### src/rtl/if_branch_predictor.sv
// Fetch-stage PC generator with a BTB (direct-mapped) and a 2-bit-counter PHT.
// Optional macro GSHARE_EN: adds a global history register XORed into the PHT index.
module if_branch_predictor #(
  parameter logic [31:0] RESET_PC    = 32'h0000_0000,
  parameter int          PHT_IDX_W   = 8,
  parameter int          BTB_ENTRIES = 16
) (
  input  logic                 clk,
  input  logic                 rst,
  input  logic                 stall,
  input  logic                 redirect,
  input  logic [31:0]          redirect_pc,
  input  logic [31:0]          imem_rdata,
  input  logic                 ex_br_valid,
  input  logic                 ex_jmp_valid,
  input  logic [31:0]          ex_pc,
  input  logic                 ex_taken,
  input  logic [31:0]          ex_target,
  input  logic [PHT_IDX_W-1:0] ex_pht_idx,
  output logic [31:0]          imem_addr,
  output logic [31:0]          F_PC,
  output logic [31:0]          F_instruction,
  output logic                 F_pred_taken,
  output logic [PHT_IDX_W-1:0] F_pht_idx,
  output logic                 F_btb_hit,
  output logic [31:0]          F_btb_target
);

  localparam int PHT_ENTRIES = 1 << PHT_IDX_W;
  localparam int SET_W       = $clog2(BTB_ENTRIES);
  localparam int TAG_W       = 30 - SET_W;

  // Architectural state
  logic [31:0]      pc_q, pc_d;
  logic [1:0]       pht_q        [PHT_ENTRIES];
  logic             btb_valid_q  [BTB_ENTRIES];
  logic [TAG_W-1:0] btb_tag_q    [BTB_ENTRIES];
  logic [31:0]      btb_target_q [BTB_ENTRIES];

  // Fetch-side lookup
  logic [SET_W-1:0]     fetch_set;
  logic [TAG_W-1:0]     fetch_tag;
  logic [PHT_IDX_W-1:0] pc_idx;
  logic [PHT_IDX_W-1:0] fetch_idx;
  logic                 btb_hit;
  logic [31:0]          btb_target;
  logic                 pred_taken;

  // Training side
  logic                 pht_we;
  logic [1:0]           ctr_old;
  logic [1:0]           ctr_new;
  logic                 btb_we;
  logic [SET_W-1:0]     ex_set;
  logic [TAG_W-1:0]     ex_tag;
  logic [31:0]          ex_target_aligned;
  logic                 ex_pc_unused;

  assign fetch_set = pc_q[SET_W+1:2];
  assign fetch_tag = pc_q[31:SET_W+2];
  assign pc_idx    = pc_q[PHT_IDX_W+1:2];

`ifdef GSHARE_EN
  logic [PHT_IDX_W-1:0] ghr_q, ghr_d;

  assign fetch_idx = pc_idx ^ ghr_q;

  always_comb begin
    ghr_d = ghr_q;
    if (ex_br_valid) ghr_d = {ghr_q[PHT_IDX_W-2:0], ex_taken};
  end

  always_ff @(posedge clk) begin
    if (!rst) ghr_q <= '0;
    else      ghr_q <= ghr_d;
  end
`else
  assign fetch_idx = pc_idx;
`endif

  // Lookup reads the pre-update arrays; training lands on the next edge with no bypass.
  assign btb_hit    = btb_valid_q[fetch_set] && (btb_tag_q[fetch_set] == fetch_tag);
  assign btb_target = btb_hit ? btb_target_q[fetch_set] : 32'h0000_0000;
  assign pred_taken = btb_hit && pht_q[fetch_idx][1];

  // NOTE: every always_comb output gets a default before any branch, so no path leaves it unassigned and no latch is inferred.
  always_comb begin
    pc_d = pc_q + 32'd4;
    if (redirect) begin
      pc_d = redirect_pc & 32'hFFFF_FFFC;
    end else if (stall) begin
      pc_d = pc_q;
    end else if (pred_taken) begin
      pc_d = btb_target;
    end
  end

  // Both valids high is illegal; it falls out as a branch update plus a BTB write.
  always_comb begin
    pht_we  = ex_br_valid;
    ctr_old = pht_q[ex_pht_idx];
    ctr_new = ctr_old;
    if (ex_taken) begin
      if (ctr_old != 2'b11) ctr_new = ctr_old + 2'd1;
    end else begin
      if (ctr_old != 2'b00) ctr_new = ctr_old - 2'd1;
    end
  end

  assign btb_we            = ex_jmp_valid || (ex_br_valid && ex_taken);
  assign ex_set            = ex_pc[SET_W+1:2];
  assign ex_tag            = ex_pc[31:SET_W+2];
  assign ex_target_aligned = ex_target & 32'hFFFF_FFFC;
  assign ex_pc_unused      = ^ex_pc[1:0];

  // NOTE: sequential state uses non-blocking assignments so all flops update from the same pre-edge values.
  always_ff @(posedge clk) begin
    if (!rst) pc_q <= RESET_PC;
    else      pc_q <= pc_d;
  end

  always_ff @(posedge clk) begin
    if (!rst) begin
      for (int i = 0; i < PHT_ENTRIES; i++) pht_q[i] <= 2'b01;
    end else if (pht_we) begin
      pht_q[ex_pht_idx] <= ctr_new;
    end
  end

  always_ff @(posedge clk) begin
    if (!rst) begin
      for (int i = 0; i < BTB_ENTRIES; i++) btb_valid_q[i] <= 1'b0;
    end else if (btb_we) begin
      btb_valid_q[ex_set] <= 1'b1;
    end
  end

  // NOTE: only the valid bits need reset; tags and targets are never observed while invalid, so they stay plain RAM.
  always_ff @(posedge clk) begin
    if (rst && btb_we) begin
      btb_tag_q[ex_set]    <= ex_tag;
      btb_target_q[ex_set] <= ex_target_aligned;
    end
  end

  assign imem_addr     = pc_q;
  assign F_PC          = pc_q;
  assign F_instruction = imem_rdata;
  assign F_pred_taken  = pred_taken;
  assign F_pht_idx     = fetch_idx;
  assign F_btb_hit     = btb_hit;
  assign F_btb_target  = btb_target;

endmodule
### config.mk
export PLATFORM = sky130hd
export DESIGN_NAME = if_branch_predictor
export DESIGN_NICKNAME = d
export VERILOG_FILES = /design/src/rtl/if_branch_predictor.sv
export SDC_FILE = /design/constraint.sdc
export NUM_CORES = 2
export LEC_CHECK = 0
export ABC_AREA = 1
export BUFFER_PORTS_ARGS = -buffer_cell sky130_fd_sc_hd__buf_2
export CAP_MARGIN = 0
export CORE_ASPECT_RATIO = 0.8
export CORE_MARGIN = 2
export CORE_UTILIZATION = 40
export CTS_CLUSTER_DIAMETER = 60
export CTS_CLUSTER_SIZE = 14
export DETAILED_ROUTE_END_ITERATION = 16
export PLACE_DENSITY = 0.58
export SETUP_SLACK_MARGIN = 0.15
export SYNTH_ARGS = -nofsm -noshare
export SYNTH_HDL_FRONTEND = slang
export SYNTH_SLANG_ARGS = --single-unit
### constraint.sdc
create_clock -name clk -period 6.1 [get_ports clk]
set_input_delay 0.915 -clock clk [delete_from_list [all_inputs] [get_ports clk]]
set_output_delay 0.915 -clock clk [all_outputs]
set_load 0.02 [all_outputs]
==> summary.md <==
| Metric | Value |
|---|---|
| Layout cells sized above 1 | 8.35% |
| Ys async rst share | 0% |
| Slowest stage delay, CP | 0.62 ns |
| CTS Buffer Depth | 3 |
| Ys Warns | 0 |
| Largest net degree at the start of global routing | 195 |
| Post-cts sizing count | 0 |
| Crit path top cell by count | nand3_1 |
| Setup-failing EPs final | 0 |
| Pleak | 0.0262 uW |
| Vias per cell | 5.67 |
| Skew final | 0.0301 ns |
| Filler instances | 15800 |
| Die Wd | 466 um |
| Final setup TNS | 0 ns |
| Data arrival, critical path | 4.63 ns |
| Full die area | 0.174 mm^2 |
| CTS H-Tree Depth | 4 |
| Switching share of total power | 26.6% |
| RSZ-0062 raised after global routing | false |
| Gpl congestion | 0.908 |
| Slew Limit Fails | 0 |
| Fraction of power consumed by sequential logic | 51.7% |
| Grt peak-use layer | met2 |
| Gr usage total | 24.4% |
| Synth cell types | 37 |
| GRT met1 Usage | 35.2% |
| Antenna violations before repair | 20 |
| Slowest-stage cell, CP | buf_4 |
| Pwr Density | 289 mW/mm^2 |
| Most numerous cell in the Yosys netlist | nand2_1 |
| CP Capture Type | output port |
| Fin crit share | 90.9% |
| Max_cap viols | 0 |
| Clk Latency, worst-skew pair | 0.78 ns |
| Pre-antenna DRT Iters | 6 |
| Vias in the first global route | 48400 |
| I/O Pins | 281 |
| Rows | 135 |
| Seq/Total Area, Yosys | 63.5% |
| CP Class | flop to output port |
| Seq cells post-synth | 1464 |
| Worst-path clk slew | 0.07 ns |
| Cells after DPL | 8948 |
| Synth-to-Final Area Change | 10.3% |
| Final WS setup | 0.556 ns |
| Met2 Usage GRT | 37.1% |
| Crit path max fanout | 47 |
| Starting Density | 40.3% |
| Register area | 0.0434 mm^2 |
| First-pass GRT wire length | 319 mm |
| Worst Hold Class | flop to flop |
| DP Wirelength | 122 mm |
| Status | completed |
| Largest area contributor in the netlist | edfxtp_1 |
| Drt wl/cell | 23.9 um |
| Area used by multi-input combinational logic | 0.0201 mm^2 |
| Met3 GRT Util | 4.18% |
| CP required | 5.18 ns |
| Cells after Synth | 6904 |
| Minimum clock period | 5.54 ns |
| Clock share of power | 37.0% |
| Hold_buf cts | 0 |
| DRT antenna net count | 0 |
| Post-Syn Area | 0.0684 mm^2 |
| Core Util, Final | 44.5% |
| Post-Route WL | 219 mm |
| Synth top cells by count | nand2_1, edfxtp_1, nand3_1 |
| Yosys top cell area share | 61.8% |
| Peak supply drop | 299 uV |
| Final Power | 21800 uW |
| Ranking of synthesized cells by area | edfxtp_1, nand2_1, nand3_1 |
| Post-Syn Area per Cell | 9.90 um^2 |
| DRC Markers | 0 |
| Total gr overflow | 0 |
| Peak Freq | 0.180 GHz |
| CTS sink count | 1464 |
| Fin cells | 9155 |
| Vias | 51900 |
| CP Cell Sequence | buf_4 > nand2_1 > nand3_1 > nand3_1 > nand3_1 > nand2_1 > inv_1 > nand2_1 > nor2_1 > nand3_1 > nor2_2 > buf_4 > inv_1 > nor2_1 > buf_2 |
| CTS Root Cell | clkbuf_16 |
| Hold Fails Final Rpt | 0 |
| Post-synth top flop | edfxtp_1 |
| Net Switching | 5800 uW |
| Nets | 6965 |
| Chip height | 374 um |
| CORE AREA | 0.170 mm^2 |
| Number of synthesized flops with an enable pin | 1408 |
| Slew Limit Headroom | 19.9% |
| Worst Tran Pin Value | 1.19 ns |
| Postcts setup bufs | 0 |
| Cts bufs inserted | 131 |
| Post-Place Worst Slack | 1.32 ns |
| Port Buffers | 208 |
| Combinational Power Share | 11.3% |
| CTS tree | done |
| Critical Path Start Type | flop |
| Int Power | 16000 uW |
| Initial DRC count | 6943 |
## final cells by class
type	instances	share of cell area, %
Sequential cell	1464	57.6
Multi-Input combinational cell	4251	26.7
Clock inverter	38	0.634
Tap cell	2260	3.75
Inverter	614	3.09
Clock buffer	163	4.62
Antenna cell	6	0.0199
Timing Repair Buffer	359	3.62
## power groups by stage
stage | clock (uW) | combinational [uW] | sequential [uW]
3_3_place_gp | 0 | 2410 | 11500
4_1_cts | 8190 | 2430 | 11300
2_1_floorplan | 0 | 1500 | 11500
6_report | 8080 | 2470 | 11300
5_1_grt | 8550 | 2640 | 11300
3_5_place_dp | 0 | 2430 | 11500
## layer usage
layer | up-vias | wire length [um]
li1 | 23500 | -
met1 | 25400 | 93500
met2 | 2577 | 97700
met3 | 415 | 20200
met4 | 4 | 7210
met5 | - | 27
## critical path, delay by kind of cell, from the launching register on
family | cells | cell delay, ns
buffers and inverters | 5 | 1.61
AND/OR/NAND/NOR | 10 | 1.54
flip-flops | 1 | 0.61
## cells by family after synthesis
logic type               after synthesis  share of synthesized area (%)
flip-flops                          1464                           63.5
XOR/XNOR                              25                          0.320
adder cells (fa/ha/maj)                1                         0.0183
other                                  1                        0.00548
AO/OA/AOI/OAI                        911                           8.69
AND/OR/NAND/NOR                     3312                           20.1
buffers and inverters               1190                           7.41
## through the flow
step	hold WS [ns]	area [um^2]
after floorplan	0.420	68400
after global placement	0.430	71400
after detailed placement	0.438	71400
after CTS	0.453	75400
after global routing	0.482	75400
final	0.451	75400
## path summary, 6_finish.rpt
kind,start,cells past startpoint,slack [ns],endpoint
worst min-delay path,btb_valid_q[4]$_DFF_P_,2,0.45,btb_valid_q[4]$_DFF_P_
worst min register to register,btb_valid_q[4]$_DFF_P_,2,0.45,btb_valid_q[4]$_DFF_P_
worst max-delay path,flop,15,0.56,F_btb_target[24]
worst max register to register,flop,15,1.61,F_PC[7]$_SDFFE_PN0N_
## registers in the layout, indices dropped and copies added (netlist names), named ones only
register      flops
F_PC             32
btb_tag_q       416
btb_target_q    480
btb_valid_q      16
pht_q           512
## placed cells by master (no fill, tap or decap), drive strengths merged, types with 56 or more instances in the layout
cell	synthesis	final
a21oi	262	262
a221oi	66	66
a22oi	129	129
buf	338	359
clkbuf	238	163
dfxtp	56	56
edfxtp	1408	1408
inv	605	613
nand2	1486	1486
nand3	881	881
nor2	865	865
o211ai	163	163
o21ai	169	169
No activity file was read; power rests on OpenSTA's default activity.
